**src/rtl/uart_tx_arbiter_if.sv**
```systemverilog
`default_nettype none
// ============================================================================
// Module      : uart_tx_arbiter_if
// Description : Requester and uart_tx handshake bundle for uart_tx_arbiter.
// Revision    : 1.0  initial release
// ============================================================================
interface uart_tx_arbiter_if #(
    parameter int NUM_REQ = 4
);
    logic [NUM_REQ-1:0]   req_valid;
    logic [8*NUM_REQ-1:0] req_data;
    logic [NUM_REQ-1:0]   req_last;
    logic [NUM_REQ-1:0]   req_ready;
    logic                 tx_start;
    logic [7:0]           tx_data;
    logic                 tx_busy;
    logic [NUM_REQ-1:0]   grant;
    logic                 timeout_err;

    // The arbiter is the slave of the requesters and drives the transmitter.
    modport slave (
        input  req_valid, req_data, req_last, tx_busy,
        output req_ready, tx_start, tx_data, grant, timeout_err
    );

    modport master (
        output req_valid, req_data, req_last, tx_busy,
        input  req_ready, tx_start, tx_data, grant, timeout_err
    );
endinterface
`default_nettype wire

```
**src/rtl/uart_tx_arbiter.sv**
```systemverilog
`default_nettype none
// ============================================================================
// Module      : uart_tx_arbiter
// Description : Round-robin, packet-locked sharing of one uart_tx transmitter.
// Revision    : 1.0  initial release
// ============================================================================
module uart_tx_arbiter #(
    parameter int NUM_REQ      = 4,
    parameter int BUSY_TIMEOUT = 64
) (
    input  logic               clk,
    input  logic               rst,
    uart_tx_arbiter_if.slave   bus
);

    localparam int IDX_W = (NUM_REQ > 1) ? $clog2(NUM_REQ) : 1;
    localparam int TMR_W = (BUSY_TIMEOUT > 1) ? $clog2(BUSY_TIMEOUT) : 1;

    localparam logic [TMR_W-1:0] c_timer_term = TMR_W'(BUSY_TIMEOUT - 1);
    localparam logic [IDX_W-1:0] c_last_idx   = IDX_W'(NUM_REQ - 1);
    localparam logic [IDX_W:0]   c_num_req    = (IDX_W + 1)'(NUM_REQ);

    typedef enum logic [1:0] {
        S_IDLE      = 2'd0,
        S_LOAD      = 2'd1,
        S_WAIT_BUSY = 2'd2,
        S_WAIT_DONE = 2'd3
    } state_t;

    state_t             state_q;
    logic [NUM_REQ-1:0] grant_q;
    logic [IDX_W-1:0]   gidx_q;
    logic [IDX_W-1:0]   rr_q;
    logic               tx_start_q;
    logic [7:0]         tx_data_q;
    logic               timeout_q;
    logic               last_q;
    logic [TMR_W-1:0]   timer_q;

    logic [IDX_W-1:0]   w_win_idx;
    logic [NUM_REQ-1:0] w_win_onehot;
    logic               w_found;
    logic [IDX_W:0]     w_scan;
    logic               w_sel_valid;
    logic [7:0]         w_sel_data;
    logic               w_sel_last;
    logic               w_accept;
    logic [IDX_W-1:0]   w_next_rr;

    // First valid requester at or after rr_q, wrapping modulo NUM_REQ.
    always_comb begin
        w_win_idx = '0;
        w_found   = 1'b0;
        w_scan    = '0;
        for (int k = 0; k < NUM_REQ; k++) begin
            w_scan = {1'b0, rr_q} + (IDX_W + 1)'(k);
            if (w_scan >= c_num_req) begin
                w_scan = w_scan - c_num_req;
            end
            if (!w_found && bus.req_valid[w_scan[IDX_W-1:0]]) begin
                w_found   = 1'b1;
                w_win_idx = w_scan[IDX_W-1:0];
            end
        end
    end

    assign w_win_onehot = NUM_REQ'(1) << w_win_idx;
    assign w_sel_valid  = bus.req_valid[gidx_q];
    assign w_sel_data   = bus.req_data[{gidx_q, 3'b000} +: 8];
    assign w_sel_last   = bus.req_last[gidx_q];
    assign w_accept     = (state_q == S_LOAD) && w_sel_valid;
    assign w_next_rr    = (gidx_q == c_last_idx) ? '0 : gidx_q + 1'b1;

    always_ff @(posedge clk) begin
        if (rst) begin
            state_q    <= S_IDLE;
            grant_q    <= '0;
            gidx_q     <= '0;
            rr_q       <= '0;
            tx_start_q <= 1'b0;
            tx_data_q  <= 8'h00;
            timeout_q  <= 1'b0;
            last_q     <= 1'b0;
            timer_q    <= '0;
        end else begin
            tx_start_q <= 1'b0;
            timeout_q  <= 1'b0;
            case (state_q)
                S_IDLE: begin
                    if (|bus.req_valid) begin
                        grant_q <= w_win_onehot;
                        gidx_q  <= w_win_idx;
                        state_q <= S_LOAD;
                    end
                end
                S_LOAD: begin
                    // Grant is held even while the owner has nothing to send.
                    if (w_accept) begin
                        tx_start_q <= 1'b1;
                        tx_data_q  <= w_sel_data;
                        last_q     <= w_sel_last;
                        timer_q    <= '0;
                        state_q    <= S_WAIT_BUSY;
                    end
                end
                S_WAIT_BUSY: begin
                    timer_q <= timer_q + 1'b1;
                    if (bus.tx_busy) begin
                        state_q <= S_WAIT_DONE;
                    end else if (timer_q == c_timer_term) begin
                        timeout_q <= 1'b1;
                        grant_q   <= '0;
                        rr_q      <= w_next_rr;
                        state_q   <= S_IDLE;
                    end
                end
                S_WAIT_DONE: begin
                    if (!bus.tx_busy) begin
                        if (last_q) begin
                            grant_q <= '0;
                            rr_q    <= w_next_rr;
                            state_q <= S_IDLE;
                        end else begin
                            state_q <= S_LOAD;
                        end
                    end
                end
                default: begin
                    state_q <= S_IDLE;
                    grant_q <= '0;
                end
            endcase
        end
    end

    assign bus.req_ready   = (state_q == S_LOAD) ? (grant_q & bus.req_valid) : '0;
    assign bus.tx_start    = tx_start_q;
    assign bus.tx_data     = tx_data_q;
    assign bus.grant       = grant_q;
    assign bus.timeout_err = timeout_q;

endmodule
`default_nettype wire

```
**src/flat_wrapper.sv**
```systemverilog
// flat-port wrapper written by rule: the top's interface ports become plain ports
module uart_tx_arbiter_flat 
#(
    parameter int NUM_REQ      = 4,
    parameter int BUSY_TIMEOUT = 64
)
  (clk, rst, bus_req_valid, bus_req_data, bus_req_last, bus_tx_busy, bus_req_ready, bus_tx_start, bus_tx_data, bus_grant, bus_timeout_err);
  uart_tx_arbiter_if #(.NUM_REQ(NUM_REQ)) bus_i ();
  input  logic clk;
  input  logic rst;
  input wire logic [$bits(bus_i.req_valid)-1:0] bus_req_valid;
  input wire logic [$bits(bus_i.req_data)-1:0] bus_req_data;
  input wire logic [$bits(bus_i.req_last)-1:0] bus_req_last;
  input wire logic [$bits(bus_i.tx_busy)-1:0] bus_tx_busy;
  output wire logic [$bits(bus_i.req_ready)-1:0] bus_req_ready;
  output wire logic [$bits(bus_i.tx_start)-1:0] bus_tx_start;
  output wire logic [$bits(bus_i.tx_data)-1:0] bus_tx_data;
  output wire logic [$bits(bus_i.grant)-1:0] bus_grant;
  output wire logic [$bits(bus_i.timeout_err)-1:0] bus_timeout_err;
  assign bus_i.req_valid = bus_req_valid;
  assign bus_i.req_data = bus_req_data;
  assign bus_i.req_last = bus_req_last;
  assign bus_i.tx_busy = bus_tx_busy;
  assign bus_req_ready = bus_i.req_ready;
  assign bus_tx_start = bus_i.tx_start;
  assign bus_tx_data = bus_i.tx_data;
  assign bus_grant = bus_i.grant;
  assign bus_timeout_err = bus_i.timeout_err;
  uart_tx_arbiter #(.NUM_REQ(NUM_REQ), .BUSY_TIMEOUT(BUSY_TIMEOUT)) u_core (.clk(clk), .rst(rst), .bus(bus_i));
endmodule
```
**config.mk**
```make
export PLATFORM = sky130hd
export DESIGN_NAME = uart_tx_arbiter_flat
export DESIGN_NICKNAME = d
export VERILOG_FILES = /design/src/rtl/uart_tx_arbiter_if.sv /design/src/rtl/uart_tx_arbiter.sv /design/src/flat_wrapper.sv
export SDC_FILE = /design/constraint.sdc
export NUM_CORES = 1
export LEC_CHECK = 0
export ABC_CLOCK_PERIOD_IN_PS = 4700
export BUFFER_PORTS_ARGS = -buffer_cell sky130_fd_sc_hd__buf_2
export CORE_ASPECT_RATIO = 0.5
export CORE_MARGIN = 2
export CORE_UTILIZATION = 30
export DETAILED_ROUTE_END_ITERATION = 12
export SYNTH_ARGS = -nofsm -noshare
export SYNTH_HDL_FRONTEND = slang
export SYNTH_SLANG_ARGS = --single-unit
```
**constraint.sdc**
```tcl
create_clock -name clk -period 4.7 [get_ports clk]
set_input_delay 0.47 -clock clk [delete_from_list [all_inputs] [get_ports clk]]
set_output_delay 0.47 -clock clk [all_outputs]
set_load 0.01 [all_outputs]
```
**Word level (Yosys, flattened, before mapping)**

Index checks and enable logic that the tools add are counted.

- Bits in registers: 27
- Output and inout port bits: 18
- Word-level logic and storage cells: 111

- Add/subtract/negate cells: 9
- Order comparisons: 9
- Equality and inequality tests: 12
- Shifts and indexed selects: 2
- Mux-type cells: 47
- Bitwise logic cells: 3
- Reductions and logical operators: 20

Operator list:

| operator | number |
|---|---|
| $mux W2 | 18 |
| $shiftx A32 B6 Y8 | 1 |
| $mux W4 | 6 |
| $lt A2 B3 Y1 const B | 5 |
| $bmux W1 S2 | 6 |
| $mux W1 | 12 |
| $pmux W4 S3 | 1 |
| $pmux W6 S2 | 1 |
| $ge A3 B3 Y1 const B | 3 |
| $ne A2 B1 Y1 const B | 4 |
| $pmux W2 S4 | 1 |
| $sub A2 B1 Y2 const B | 4 |
| $add A2 B2 Y3 const B | 2 |
| $add A6 B1 Y6 const B | 1 |
| $eq A2 B2 Y1 const B | 3 |
| $eq A6 B6 Y1 const B | 1 |
| $mux W6 | 1 |
| $reduce_and A2 Y1 | 3 |
| $reduce_and A6 Y1 | 1 |
| $reduce_and A5 Y1 | 1 |
| $and A4 B4 Y4 | 1 |
| $logic_and A1 B1 Y1 | 4 |
| $ne A2 B2 Y1 const B | 2 |
| $pmux W2 S2 | 1 |
| other kinds (15) | 19 |

**Longest topological paths before layout**

- Depth after elaboration: 17
- Depth in mapped cells: 6

**Worst setup path before layout**

OpenSTA, ideal clock, no wires.

- Path type: in2reg
- Start: in bus_req_valid[3]
- End: reg u_core.tx_data_q[0] (netlist: u_core.bus.tx_data[0])
- Setup time: 0.137 ns
- Arrival: 1.372 ns
- Slack: 3.192 ns
- Stages on the path: 5
- Buffers on the path: 1
- Path through: mux4_2 > and2_4 > buf_6 > nand2_1 > a21oi_1

- Longest elaborated chain between the ends: 4

RTL lines:

| what | line | RTL |
|---|---|---|
| from (decl) | flat_wrapper.sv:11 | `input wire logic [$bits(bus_i.req_valid)-1:0] bus_req_valid;` |
| $bmux W1 S2 | uart_tx_arbiter.sv:68 | `assign w_sel_valid = bus.req_valid[gidx_q];` |
| $mux W1 (implied by the code) | uart_tx_arbiter.sv:68 |  |
| $logic_and A1 B1 Y1 | uart_tx_arbiter.sv:71 | `assign w_accept = (state_q == S_LOAD) && w_sel_valid;` |
| $reduce_and A2 Y1 (no source line) | n/a |  |
| to (signal assigned) | uart_tx_arbiter.sv:100 | `tx_data_q <= w_sel_data;` |
| to (decl) | uart_tx_arbiter.sv:35 | `logic [7:0] tx_data_q;` |

No other way between the ends. The select of a mux whose other input is x is not followed.
A chain may end at the register's enable or synchronous reset.

**Worst setup path in the final report**

- Start: reg u_core.state_q[0]
- End: out bus_req_ready[3]

- Longest elaborated chain between the ends: 2

RTL lines:

| what | line | RTL |
|---|---|---|
| from (decl) | uart_tx_arbiter.sv:30 | `state_t state_q;` |
| from (signal assigned) | uart_tx_arbiter.sv:76 | `state_q <= S_IDLE;` |
| from (signal assigned) | uart_tx_arbiter.sv:93 | `state_q <= S_LOAD;` |
| from (signal assigned) | uart_tx_arbiter.sv:103 | `state_q <= S_WAIT_BUSY;` |
| $eq A2 B1 Y1 | uart_tx_arbiter.sv:136 | `assign bus.req_ready = (state_q == S_LOAD) ? (grant_q & bus.req_valid) : '0;` |
| $mux W4 | uart_tx_arbiter.sv:136 |  |
| to (decl) | flat_wrapper.sv:15 | `output wire logic [$bits(bus_i.req_ready)-1:0] bus_req_ready;` |

No other way between the ends.

==> results.md <==
- The flow ran to the end, and the final reports show no timing, DRC or antenna violations.
- The number of nets produced by synthesis is roughly 200.
- After synthesis, the largest family of logic cells by area is simple AND/OR/NAND/NOR gates.
- The number of standard cells after synthesis is about 150.
- The reg-to-reg critical path startpoint is u_core.gidx_q[0].
- The area fraction in compound gates after synthesis is approximately 17%.
- The signal on the critical path passes through nor2b_1, and3_2, buf_2.
- Measured against its own limit, the worst slew margin works out to 43.6%.
- After synthesis, the netlist uses 46 different library cells.
- Yosys mapped a number of flops with a built-in enable equal to 0.
- The number of ports placed on the die boundary is roughly 60.
- The final count of hold timing violations is 0.
- The type of element launching the critical path is a flip-flop.
- At the pin with the least slew margin, the transition time is roughly 840 ps.
- The effective utilization at floorplan is 30.6%.
- The top flip-flop cell by instance count after synthesis is sky130_fd_sc_hd__dfxtp_1.
- The sum of overflow across all layers after global routing is 0.
- The later pin in the worst-skew pair is clocked with a latency of 280 ps.
- The maximum cell stage delay along the critical path is approximately 500 ps.
- STA puts the critical path data arrival time at 1620 ps.
- The wire length of the first global-routing pass is ~5400 um.
- The instance count along the most critical hold path is 2.
- The achievable frequency is approximately 480 MHz.
- In this run the worst setup path begins at u_core.state_q[0].
- The biggest fanout along the worst timing path is 8.
- Among all stages on the critical path, the largest delay is contributed by sky130_fd_sc_hd__nor2b_1.
- The final-report max-slew violation count is 0.
- The die area is around 5600 um^2.
- The kind of critical path is reg -> out.
- The mapped netlist covers 1480 um^2.
- The maximum ir drop on the vdd rail is 110 uV.
- The hold path startpoint is u_core.bus.tx_data[6].
- The class of the tightest hold or removal check is reg -> reg.
- The number of endpoints failing setup at the final stage is 0.
- The adder-cell area share of the yosys netlist is under 10%.
- The number of nets in the layout is between 200 and 300.
- The share of cells above drive strength 1 is between 40 and 50%.
- In this run the register-to-register setup slack is 2670 ps.
- The count of placed standard cells including taps is roughly 270.
- The pin count of the biggest net entering global routing is 26.
- STA classifies the critical path endpoint as an output port.
- The total routing usage reported by global routing is between 10% and 20%.
- The reg-to-reg critical path endpoint is u_core.bus.tx_data[7].
- Subtracting the final worst setup slack from the clock period gives ~2100 ps.
- The total core area is slightly below 5000 um^2.
- The detailed-routing iteration count for the pre-antenna-repair pass is 4.
- For this block, the initial DRC count from the detailed router was 53.
- The via count of the first global-routing pass is approximately 1200.
- The worst hold slack is ~460 ps.
- Sequential cells were found to cover a little over a third of the synthesized design area.
- The number of cell rows is 18.
- The sink of the worst hold path is u_core.bus.tx_data[6].
- The post-route clock period utilization is between 40% and 50%.
- The total of buffers placed on input and output ports is 60.
- The detailed-placement wirelength estimate is ~2700 um.
- In this run, post-CTS repair resized a total of 0 instances.
- The per-instance average area after synthesis is ~9.7 um^2.
- The worst reg-to-reg path cell count is 4.
- The CTS H-tree depth is 1.
- The clock sink count is 27.
- The die height is 53.7 um.
- The leakage power is about 0.76 nW.
- The share of cell area taken by muxes after synthesis is between 10% and 20%.
- Dividing the detail-routed wire length by the instance count gives ~13 um.
- The total vias in the final route is ~1400.
- The number of antenna violations at the first check in global routing is 0.
- Before CTS, the worst setup slack after placement is around 2600 ps.
- The post-cts hold buffer count is 0.
- The maximum buffer depth of the clock tree is 2.
- Leaving out filler cells and counting taps, the final layout contains 278.
- The required time reported for the critical path endpoint is approximately 4200 ps.
- Setup repair after global routing left no endpoint under its margin.
- The chip width is ~100 um.
- The number of warnings reported in the yosys synthesis log is 0.
- The routed wire length is between 3000 and 4000 um.
- The library cell used as clock root buffer is sky130_fd_sc_hd__clkbuf_8.
- The congestion estimate from routability-driven global placement came to about 0.75.
- In the post-route analysis, the smallest setup slack over all paths is about 2600 ps.
- The reported max-cap violation count is 0.
- The number of buffers inserted by post-CTS setup repair is 0.
- In the routed design, unresolved DRC markers number 0.
- The total of flip-flops plus latches after synthesis is 27.
- The average via count per standard cell is 4.91.
- The diode insertion count for antenna repair is 0.
- The CTS clock-pin slew for the worst setup and hold paths is around 90 ps.
- The worst clock skew is 9.99 ps.
- The signed area change from the synthesized netlist to the final layout is 25.7%.
- After Yosys synthesis, and, or, nand and nor cells account for 22.9% of the synthesized area.
- The detail route stage leaves a number of antenna-violating nets equal to 0.
- In this run the power density over the cells is 274 nW/um^2.
- The synthesized netlist devotes less than 1% of its cell area to XOR and XNOR gates.
- The number of buffers inserted during clock tree synthesis is 3.
- In the synthesized netlist the async set-or-reset flop fraction comes to 0%.
- TritonCTS built the clock tree.
- The setup TNS is 0 ps.
==> area by class of cell <==
type	count	area, um^2
fill	483	2980
multi-input combinational	116	885
sequential	27	541
timing repair buffer	60	300
tap	70	87.6
clock buffer	3	41.3
clock inverter	1	7.51
inverter	1	3.75
==> per-stage QoR <==
stage	utilization, %	power, mW	cell area (um^2)
2_1_floorplan	-	0.344	1480
3_3_place_gp	37.5	0.380	1820
3_5_place_dp	37.5	0.382	1820
4_1_cts	38.5	0.517	1870
5_1_grt	38.5	0.542	1870
6_report	38.5	0.511	1870
==> cells by family (layout without fill, tap and decap cells) <==
group           Yosys count  after routing
compound gates           37             37
flops                    27             27
buf+inv                  10             65
mux                      14             14
fa+ha+maj                 2              2
xor+xnor                  1              1
simple gates             62             62
==> per-layer routing <==
layer  routed length [um]  global-route usage (%)  vias to the layer above
li1                     -                       -                      684
met1                 1520                    16.1                      659
met2                 1850                    21.9                       19
met3                  121                    3.38                        2
met4                   26                    3.07                        0
met5                    0                       0                        -
==> cell usage after synthesis, drive strengths merged (2+ instances only) <==
| cell | instances | area (um^2) |
|---|---|---|
| o21a | 2 | 15.0 |
| o21ai | 3 | 15.0 |
| mux4 | 10 | 225 |
| mux2i | 4 | 40.0 |
| nand4b | 2 | 17.5 |
| ha | 2 | 25.0 |
| dfxtp | 27 | 541 |
| a21oi | 19 | 98.9 |
| nor2 | 11 | 41.3 |
| a32o | 4 | 40.0 |
| buf | 6 | 43.8 |
| clkbuf | 3 | 11.3 |
| nor3 | 5 | 46.3 |
| and3 | 4 | 26.3 |
| nand2 | 23 | 86.3 |
| nor2b | 2 | 12.5 |
| nor4 | 3 | 18.8 |
| nand2b | 4 | 32.5 |
==> worst max-delay path by stage <==
stage / slack, ps / endpoint / cells after the start
2_1_floorplan: 3190 / u_core.bus.tx_data[0] / 5
3_3_place_gp: 2720 / u_core.bus.tx_data[1] / 4
3_5_place_dp: 2620 / u_core.bus.tx_data[7] / 4
4_1_cts: 2600 / u_core.last_q / 4
5_1_grt: 2420 / u_core.last_q / 4
6_report: 2610 / bus_req_ready[3] / 3
==> cells in the final DEF (no fill, tap or decap), drive strengths merged, types with 4 or more instances in the layout <==
cell type / synthesis / routed
a21oi: 19 / 19
a32o: 4 / 4
and3: 4 / 4
buf: 6 / 60
dfxtp: 27 / 27
mux2i: 4 / 4
mux4: 10 / 10
nand2: 23 / 23
nand2b: 4 / 4
nor2: 11 / 11
nor3: 5 / 5
==> worst max-delay path: cells and delay by family, from the launching register on <==
family | cells | cell delay (ps)
buffers and inverters | 1 | 130
DFF | 1 | 460
and+or+nand+nor | 2 | 760
==> where the power goes <==
| group | internal [mW] | switching (mW) | leakage [nW] |
|---|---|---|---|
| logic | 0.0582 | 0.0568 | 0.517 |
| registers | 0.243 | 0.0179 | 0.219 |
| clock network | 0.0602 | 0.0752 | 0.0217 |
| total | 0.361 | 0.150 | 0.758 |
==> flip-flops by register name (all words and copies together), names as in the netlist <==
register	cells
u_core.bus.grant	4
u_core.bus.timeout_err	1
u_core.bus.tx_data	8
u_core.bus.tx_start	1
u_core.gidx_q	2
u_core.last_q	1
u_core.rr_q	2
u_core.state_q	2
u_core.timer_q	6
No activity file was read; power rests on OpenSTA's default activity.
